$ cat src/rtl/accel_conditioner.sv
`default_nettype none
// accel_conditioner: learns a per-axis DC baseline, then emits rectified,
// gain-scaled, saturating 24-bit magnitudes for the CAV integrator.
module accel_conditioner #(
  parameter int          CAL_LOG2 = 8,
  parameter logic [15:0] GAIN     = 16'd64
) (
  input  logic        i_clk,
  input  logic        i_rst_n,
  input  logic        i_sample_valid,
  input  logic [15:0] i_xdata_raw,
  input  logic [15:0] i_ydata_raw,
  input  logic [15:0] i_zdata_raw,
  input  logic        i_recal,
  output logic [23:0] o_xdata_scaled,
  output logic [23:0] o_ydata_scaled,
  output logic [23:0] o_zdata_scaled,
  output logic        o_valid,
  output logic        o_cal_done
);

  localparam int                ACC_W    = 16 + CAL_LOG2;
  localparam logic [CAL_LOG2:0] LAST_CNT = (CAL_LOG2 + 1)'((1 << CAL_LOG2) - 1);
  localparam logic [0:0]        ST_CAL   = 1'b0;
  localparam logic [0:0]        ST_RUN   = 1'b1;

  logic [0:0]        state;
  logic [0:0]        state_next;
  logic [CAL_LOG2:0] cnt;
  logic              cal_take;
  logic              cal_last;
  logic              run_take;
  logic              s1_valid;
  logic              out_valid;
  logic [15:0]       raw [3];

  assign raw[0] = i_xdata_raw;
  assign raw[1] = i_ydata_raw;
  assign raw[2] = i_zdata_raw;

  // A recal in the same cycle as a strobe discards the sample.
  assign cal_take = (state == ST_CAL) && i_sample_valid && !i_recal;
  assign cal_last = cal_take && (cnt == LAST_CNT);
  assign run_take = (state == ST_RUN) && i_sample_valid && !i_recal;

  always_ff @(posedge i_clk) begin
    if (!i_rst_n) begin
      state <= ST_CAL;
    end else begin
      state <= state_next;
    end
  end

  always_comb begin
    state_next = state;
    if (i_recal) begin
      state_next = ST_CAL;
    end else if (cal_last) begin
      state_next = ST_RUN;
    end
  end

  always_comb begin
    o_cal_done = (state == ST_RUN);
  end

  always_ff @(posedge i_clk) begin
    if (!i_rst_n || i_recal) begin
      cnt       <= '0;
      s1_valid  <= 1'b0;
      out_valid <= 1'b0;
    end else begin
      s1_valid  <= run_take;
      out_valid <= s1_valid;
      if (cal_last) begin
        cnt <= '0;
      end else if (cal_take) begin
        cnt <= cnt + 1'b1;
      end
    end
  end

  assign o_valid = out_valid;

  for (genvar a = 0; a < 3; a++) begin : g_axis
    logic [ACC_W-1:0] acc;
    logic [ACC_W-1:0] acc_sum;
    logic [15:0]      offset;
    logic [16:0]      diff;
    logic [16:0]      mag;
    logic [16:0]      mag_q;
    logic [32:0]      product;
    logic [23:0]      scaled_q;

    assign acc_sum = acc + {{CAL_LOG2{raw[a][15]}}, raw[a]};
    assign diff    = {raw[a][15], raw[a]} - {offset[15], offset};
    // -(-65536) wraps to 17'h10000, which reads correctly as unsigned 65536.
    assign mag     = diff[16] ? (~diff + 17'd1) : diff;
    assign product = {16'd0, mag_q} * {17'd0, GAIN};

    always_ff @(posedge i_clk) begin
      if (!i_rst_n) begin
        acc      <= '0;
        offset   <= '0;
        mag_q    <= '0;
        scaled_q <= '0;
      end else if (i_recal) begin
        acc      <= '0;
        scaled_q <= '0;
      end else begin
        // Taking the upper bits of the full sum is the arithmetic-shift floor.
        if (cal_last) begin
          offset <= acc_sum[CAL_LOG2 +: 16];
          acc    <= '0;
        end else if (cal_take) begin
          acc <= acc_sum;
        end
        if (run_take) begin
          mag_q <= mag;
        end
        if (s1_valid) begin
          scaled_q <= (product > 33'h0_00FF_FFFF) ? 24'hFF_FFFF : product[23:0];
        end
      end
    end
  end

  assign o_xdata_scaled = g_axis[0].scaled_q;
  assign o_ydata_scaled = g_axis[1].scaled_q;
  assign o_zdata_scaled = g_axis[2].scaled_q;

endmodule
`default_nettype wire

$ cat config.mk
export PLATFORM = sky130hd
export DESIGN_NAME = accel_conditioner
export DESIGN_NICKNAME = d
export VERILOG_FILES = /design/src/rtl/accel_conditioner.sv
export SDC_FILE = /design/constraint.sdc
export NUM_CORES = 1
export LEC_CHECK = 0
export ABC_AREA = 1
export CORE_ASPECT_RATIO = 1.1
export CORE_UTILIZATION = 35
export DETAILED_ROUTE_END_ITERATION = 7
export PLACE_DENSITY = 0.61
export SLEW_MARGIN = 0
export SYNTH_ARGS = -nofsm -noshare
export SYNTH_HDL_FRONTEND = slang
export SYNTH_SLANG_ARGS = --single-unit
$ cat constraint.sdc
create_clock -name i_clk -period 7.3 [get_ports i_clk]
set_input_delay 1.095 -clock i_clk [delete_from_list [all_inputs] [get_ports i_clk]]
set_output_delay 1.095 -clock i_clk [all_outputs]
set_load 0.01 [all_outputs]
**After elaboration in Yosys (flattened, before gate mapping)**

Cells that the tools add are included.

- Multiplexer cells: 6
- Bitwise operators: 6
- Reduce and logical (&&, ||, !) cells: 13
- Order comparisons: 3
- Equal/unequal tests: 1
- $add $sub $neg: 10

Operator list:

| kind | number |
|---|---|
| adder 24 bit | 3 |
| > comparator 23 x 24 -> 1 bit, second input constant | 3 |
| two-way mux 24 bit | 3 |
| adder 17 x 1 -> 17 bit, second input constant | 3 |
| two-way mux 17 bit | 3 |
| NOT 17 bit | 3 |
| subtractor 16 x 16 -> 17 bit | 3 |
| adder 9 x 1 -> 9 bit, second input constant | 1 |
| equality test 9 x 8 -> 1 bit, second input constant | 1 |
| logical AND 1 bit | 5 |
| AND reduction 2 bit | 2 |
| OR reduction 2 bit | 2 |
| NOT 1 bit | 3 |
| OR reduction 3 bit | 1 |
| logical NOT 1 bit | 2 |
| logical OR 1 bit | 1 |

- Register bits: 255
- Input bits: 52
- Word-level logic and storage cells: 55

**Longest topological paths before layout**

- Word-level depth: 5
- Mapped depth: 21
- Mapped depth without buffers: 21

**Least setup slack after synthesis**

No wires, ideal clock.

- Kind: input-to-reg
- From: in i_ydata_raw[0]
- To: reg g_axis[1].mag_q[11]
- Stages on the path: 19
- Arrival: 2.913 ns
- Slack: 4.259 ns
- Data required time: 7.173 ns
- Cells stage by stage: inv_1 > ha_1 > fa_1 > inv_1 > nand3_1 > nand2_2 > nand2_2 > nand2_2 > nand2_2 > nand2_2 > nand2_2 > nand2_4 > inv_4 > nand2_4 > nand2_8 > buf_12 > nand2_4 > xor2_2 > a21oi_2

- Word-level cells in the longest chain between the ends: 4

RTL lines:

| item | RTL line | source |
|---|---|---|
| start, declared | 12 | `input logic [15:0] i_ydata_raw,` |
| subtractor 16 x 16 -> 17 bit * | 96 | `assign diff = {raw[a][15], raw[a]} - {offset[15], offset};` |
| NOT 17 bit | 98 | `assign mag = diff[16] ? (~diff + 17'd1) : diff;` |
| adder 17 x 1 -> 17 bit | 98 |  |
| two-way mux 17 bit * | 98 |  |
| end signal, assigned | 119 | `mag_q <= mag;` |
| end, declared | 91 | `logic [16:0] mag_q;` |

Every way passes the cells marked *; elsewhere a longest branch is shown, timed or not.
A chain may end at the register's enable or synchronous reset.

**Worst setup path in the final report**

- From: in i_rst_n
- To: reg g_axis[1].acc[15]

- Word-level cells in the longest chain between the ends: 2

RTL lines:

| item | RTL line | source |
|---|---|---|
| start, declared | 9 | `input logic i_rst_n,` |
| NOT 1 bit (no line) | -- |  |
| OR reduction 3 bit (no line) | -- |  |
| end signal, assigned | 116 | `acc <= acc_sum;` |
| end, declared | 86 | `logic [ACC_W-1:0] acc;` |

No other way between the ends.

==> PnR_summary.wiki <==
{| class="wikitable"
! Metric !! Value
|-
| Worst slew margin relative to its limit || a little under a quarter
|-
| Final count of negative-setup-slack endpoints || 0
|-
| Cells taking the most area after synthesis || sky130_fd_sc_hd__dfxtp_1, sky130_fd_sc_hd__nand2_1, sky130_fd_sc_hd__inv_1
|-
| Setup TNS || 0 ns
|-
| I/O pin count || 126
|-
| Hold-fix buffer count after cts || 0
|-
| CTS tree || done
|-
| Pin count of the biggest net entering global routing || 81
|-
| Launch instance of the worst min-delay path || g_axis[0].mag_q[12]
|-
| Cells after synthesis || approximately 2.7k
|-
| Hold Crit Depth || 2
|-
| Upper clock frequency limit || 267.1 MHz
|-
| Worst min path class || reg2reg
|-
| Setup WS post-layout || approximately 3.6 ns
|-
| Share of layout cells above drive strength 1 || 5.233%
|-
| Violation count after the first detailed-route iteration || ~1.2k
|-
| Total power per unit cell area || 173.2 nW/um2
|-
| Worst-case hold path end point || o_xdata_scaled[18]
|-
| Worst setup timing slack at the placement stage || 2.912 ns
|-
| Dominant cell by count in the synthesized netlist || sky130_fd_sc_hd__nand2_1
|-
| Placed instance area || between 15,000 and 20,000 um2
|-
| Flop pwr share || a little under two fifths
|-
| Congestion Overflow GR || 0
|-
| Setup Fix Bufs, Post-CTS || 0
|-
| Crit. Startpoint || i_rst_n
|-
| Largest area contributor in the netlist || sky130_fd_sc_hd__dfxtp_1
|-
| Most used standard cells in the synthesized netlist || sky130_fd_sc_hd__nand2_1, sky130_fd_sc_hd__inv_1, sky130_fd_sc_hd__dfxtp_1, sky130_fd_sc_hd__nand3_1, sky130_fd_sc_hd__nor2_1
|-
| Crit path time final || about 3.7 ns
|-
| Synthesized area || approximately 17,000 um2
|-
| Core outline area || between 40,000 and 50,000 um2
|-
| Clk buf depth || 3
|-
| Ys async rst share || 0%
|-
| EDFF count, synth || 0
|-
| Die extent in x || 214.7 um
|-
| Worst-Skew Late Latency || around 0.57 ns
|-
| Diodes inserted || 0
|-
| Register bit count reported by yosys || around 230
|-
| Critical Path Fanout Max || 63
|-
| Portion of the post-synthesis area used by sequential elements || between 20% and 30%
|-
| CP startpoint kind || input port
|-
| Estimated wirelength of the detail-placed design || about 40 mm
|-
| CTS root buffer || sky130_fd_sc_hd__clkbuf_16
|-
| Comb pwr share || between 15 and 20%
|-
| Remaining design rule violation count || 0
|-
| Switching power || between 1 and 1.5 mW
|-
| Reported leakage power || just under 10 nW
|-
| Final Cycle Share || about half
|-
| Max Cap Viol || 0
|-
| Worst flop-to-flop path endpoint || g_axis[1].offset[6]
|-
| First-pass GRT wire length || 83.63 mm
|-
| Final routed wirelength across all metal layers || just over 50 mm
|-
| Area share of the largest cell type after synthesis || 26.90%
|-
| Cell internal pwr || between 2 and 2.5 mW
|-
| Cts bufs inserted || 28
|-
| Number of endpoints with negative hold slack in the final report || 0
|-
| Antenna-violating nets left || 0
|-
| Slew Viols, Final || 0
|-
| Yosys warning count || 0
|-
| Area growth, synth to finish || 14.76%
|-
| Via Count || between 15k and 20k
|-
| First drt pass iteration count || 7
|-
| Maximum clock skew at final layout || 0.01533 ns
|-
| Run status || finished, final reports clean
|-
| Flop-to-flop setup slack || ~4 ns
|-
| NumNets Final || around 3k
|-
| Num Clock Sinks || ~230
|-
| Vias in the first global route || 16.14k
|-
| Critical path data arrival time || ~4.3 ns
|-
| RSZ-0062 raised after global routing || no
|-
| Endpoint type of the worst setup path || flop
|-
| Clock network fraction of design power || ~45%
|-
| CTS H-tree lvls || 1
|-
| Number of antenna violations at the first check in global routing || 0
|-
| Die extent in y || ~240 um
|-
| Post-cts sizing count || 0
|-
| Clock-pin slew on the worst setup and hold paths || 0.06 ns
|-
| Vias/cell || between 4 and 5
|-
| Reg-to-Reg Start || cnt[0]
|-
| Post-detailed-route wirelength per cell || between 10 and 15 um
|-
| Avg Cell Area, Syn || 6.369 um2
|-
| Final core area utilization || 40.76%
|-
| Type of the setup path with the least slack || in2reg
|-
| Number of cell instances on the worst register-to-register path || 12
|-
| Count of buffers from port buffering || around 100
|-
| Placement row count || 85
|-
| GP Congestion || approximately 0.92
|-
| Count of fill cells added during filler insertion || 5,184
|-
| Combined global-route utilization of all metal layers || 19.95%
|-
| Critical path data required time || approximately 8 ns
|-
| Number of distinct library cells after synthesis || 55
|-
| Floorplan die area || 50,640 um2
|-
| Post-layout instance area || between 15,000 and 20,000 um2
|-
| Max VDD drop || between 0.15 and 0.2 mV
|-
| Most instantiated flip-flop cell in the synthesis netlist || sky130_fd_sc_hd__dfxtp_1
|-
| Initial standard-cell utilization of the core || around 36%
|-
| Transition time of the tightest slew-check pin || 1.160 ns
|-
| Fraction of power spent switching nets || 29.77%
|}
==> registers in the layout, indices dropped and copies added, names as in the netlist <==
register / count
s1_valid: 1
o_xdata_scaled: 17
o_cal_done: 1
g_axis.mag_q: 51
cnt: 9
g_axis.offset: 48
o_valid: 1
o_zdata_scaled: 17
o_ydata_scaled: 17
g_axis.acc: 72
==> worst max path at each step <==
stage | end | cells after the start
CTS | g_axis[1].acc[15] | 11
finish | g_axis[1].acc[15] | 11
floorplan | g_axis[1].mag_q[11] | 19
detailed placement | g_axis[1].acc[15] | 11
global route | g_axis[2].acc[7] | 11
global placement | g_axis[1].acc[7] | 11
==> power by group through the flow <==
stage	logic [mW]	registers [mW]	clock network, mW
after detailed placement	0.603	1.33	0
final	0.609	1.30	1.55
after CTS	0.606	1.30	1.59
after global routing	0.687	1.30	1.64
after floorplan	0.445	1.32	0
after global placement	0.600	1.33	0
==> routing by layer <==
metal  up-vias  routed length (um)  track usage [%]
li1       8964                   -                -
met1      7895               25430            27.94
met2       396               22000            31.35
met3        74                2663            2.811
met4         0                1406            6.320
met5         -                   0                0
==> layout by cell type, fill, tap and decap left out, types with 4 or more instances in the layout <==
| cell type | Yosys | final |
|---|---|---|
| sky130_fd_sc_hd__nand2_1 | 653 | 653 |
| sky130_fd_sc_hd__nand3b_1 | 15 | 15 |
| sky130_fd_sc_hd__nor2_1 | 220 | 220 |
| sky130_fd_sc_hd__or2_2 | 14 | 14 |
| sky130_fd_sc_hd__o21ai_1 | 18 | 18 |
| sky130_fd_sc_hd__a21oi_2 | 5 | 5 |
| sky130_fd_sc_hd__inv_2 | 14 | 14 |
| sky130_fd_sc_hd__a21o_1 | 14 | 14 |
| sky130_fd_sc_hd__a21oi_1 | 206 | 206 |
| sky130_fd_sc_hd__nor3_1 | 18 | 18 |
| sky130_fd_sc_hd__a31oi_1 | 14 | 14 |
| sky130_fd_sc_hd__o21a_1 | 18 | 18 |
| sky130_fd_sc_hd__fa_1 | 6 | 6 |
| sky130_fd_sc_hd__clkbuf_16 | 0 | 29 |
| sky130_fd_sc_hd__o21bai_1 | 25 | 25 |
| sky130_fd_sc_hd__and2_1 | 5 | 5 |
| sky130_fd_sc_hd__inv_1 | 460 | 460 |
| sky130_fd_sc_hd__bufinv_16 | 0 | 5 |
| sky130_fd_sc_hd__clkdlybuf4s50_1 | 0 | 103 |
| sky130_fd_sc_hd__nand2_4 | 5 | 5 |
| sky130_fd_sc_hd__xor2_1 | 35 | 35 |
| sky130_fd_sc_hd__clkinv_2 | 0 | 5 |
| sky130_fd_sc_hd__o21ai_0 | 118 | 118 |
| sky130_fd_sc_hd__a211oi_1 | 5 | 5 |
| sky130_fd_sc_hd__o211ai_1 | 74 | 74 |
| sky130_fd_sc_hd__nor2_2 | 8 | 8 |
| sky130_fd_sc_hd__xnor2_1 | 16 | 16 |
| sky130_fd_sc_hd__nor4_1 | 6 | 6 |
| sky130_fd_sc_hd__buf_4 | 22 | 10 |
| sky130_fd_sc_hd__nand4_1 | 37 | 37 |
| sky130_fd_sc_hd__conb_1 | 1 | 21 |
| sky130_fd_sc_hd__ha_1 | 122 | 122 |
| sky130_fd_sc_hd__nand2_2 | 20 | 20 |
| sky130_fd_sc_hd__dfxtp_1 | 234 | 233 |
| sky130_fd_sc_hd__nor2_4 | 4 | 4 |
| sky130_fd_sc_hd__nand3_1 | 226 | 226 |
==> layout make-up <==
type                            instances  area, um2  share of cell area (%)
Sequential cell                       234       4686                   23.45
Multi-Input combinational cell       1952      10550                   52.81
Tap cell                              652      815.8                   4.083
Inverter                              476       1789                   8.954
Timing Repair Buffer                  114       1111                   5.560
Clock inverter                         19      257.7                   1.290
Clock buffer                           33      770.7                   3.857
==> cells by family (layout without fill, tap and decap cells) <==
kind of cell               Yosys count  in the layout  synth area share [%]
DFF                                234            234                 26.90
xor gates and xnor gates            52             52                 2.659
buffers and inverters              568            642                 12.93
other                                1             21               0.02154
adders and majority gates          128            128                 9.457
and+or+nand+nor                   1242           1242                 30.92
AOI/OAI and AO/OA                  509            509                 17.11
==> worst max-delay path, stage by stage <==
cell,delay (ns)
sky130_fd_sc_hd__buf_2,0.08
sky130_fd_sc_hd__buf_4,0.27
sky130_fd_sc_hd__inv_2,0.43
sky130_fd_sc_hd__nor2_1,0.65
sky130_fd_sc_hd__inv_1,0.09
sky130_fd_sc_hd__buf_4,0.31
sky130_fd_sc_hd__nor2_4,0.17
sky130_fd_sc_hd__buf_4,0.62
sky130_fd_sc_hd__o21ai_0,0.19
sky130_fd_sc_hd__o21bai_1,0.20
sky130_fd_sc_hd__inv_1,0.07
==> stage by stage <==
stage	hold WS [ns]	total power, mW	std cells
2_1_floorplan	0.4334	1.769	2754
3_3_place_gp	0.4429	1.926	3428
3_5_place_dp	0.4505	1.930	3428
4_1_cts	0.4610	3.499	3480
5_1_grt	0.4841	3.621	3480
6_report	0.4563	3.461	3480
No activity file was read; power rests on OpenSTA's default activity.
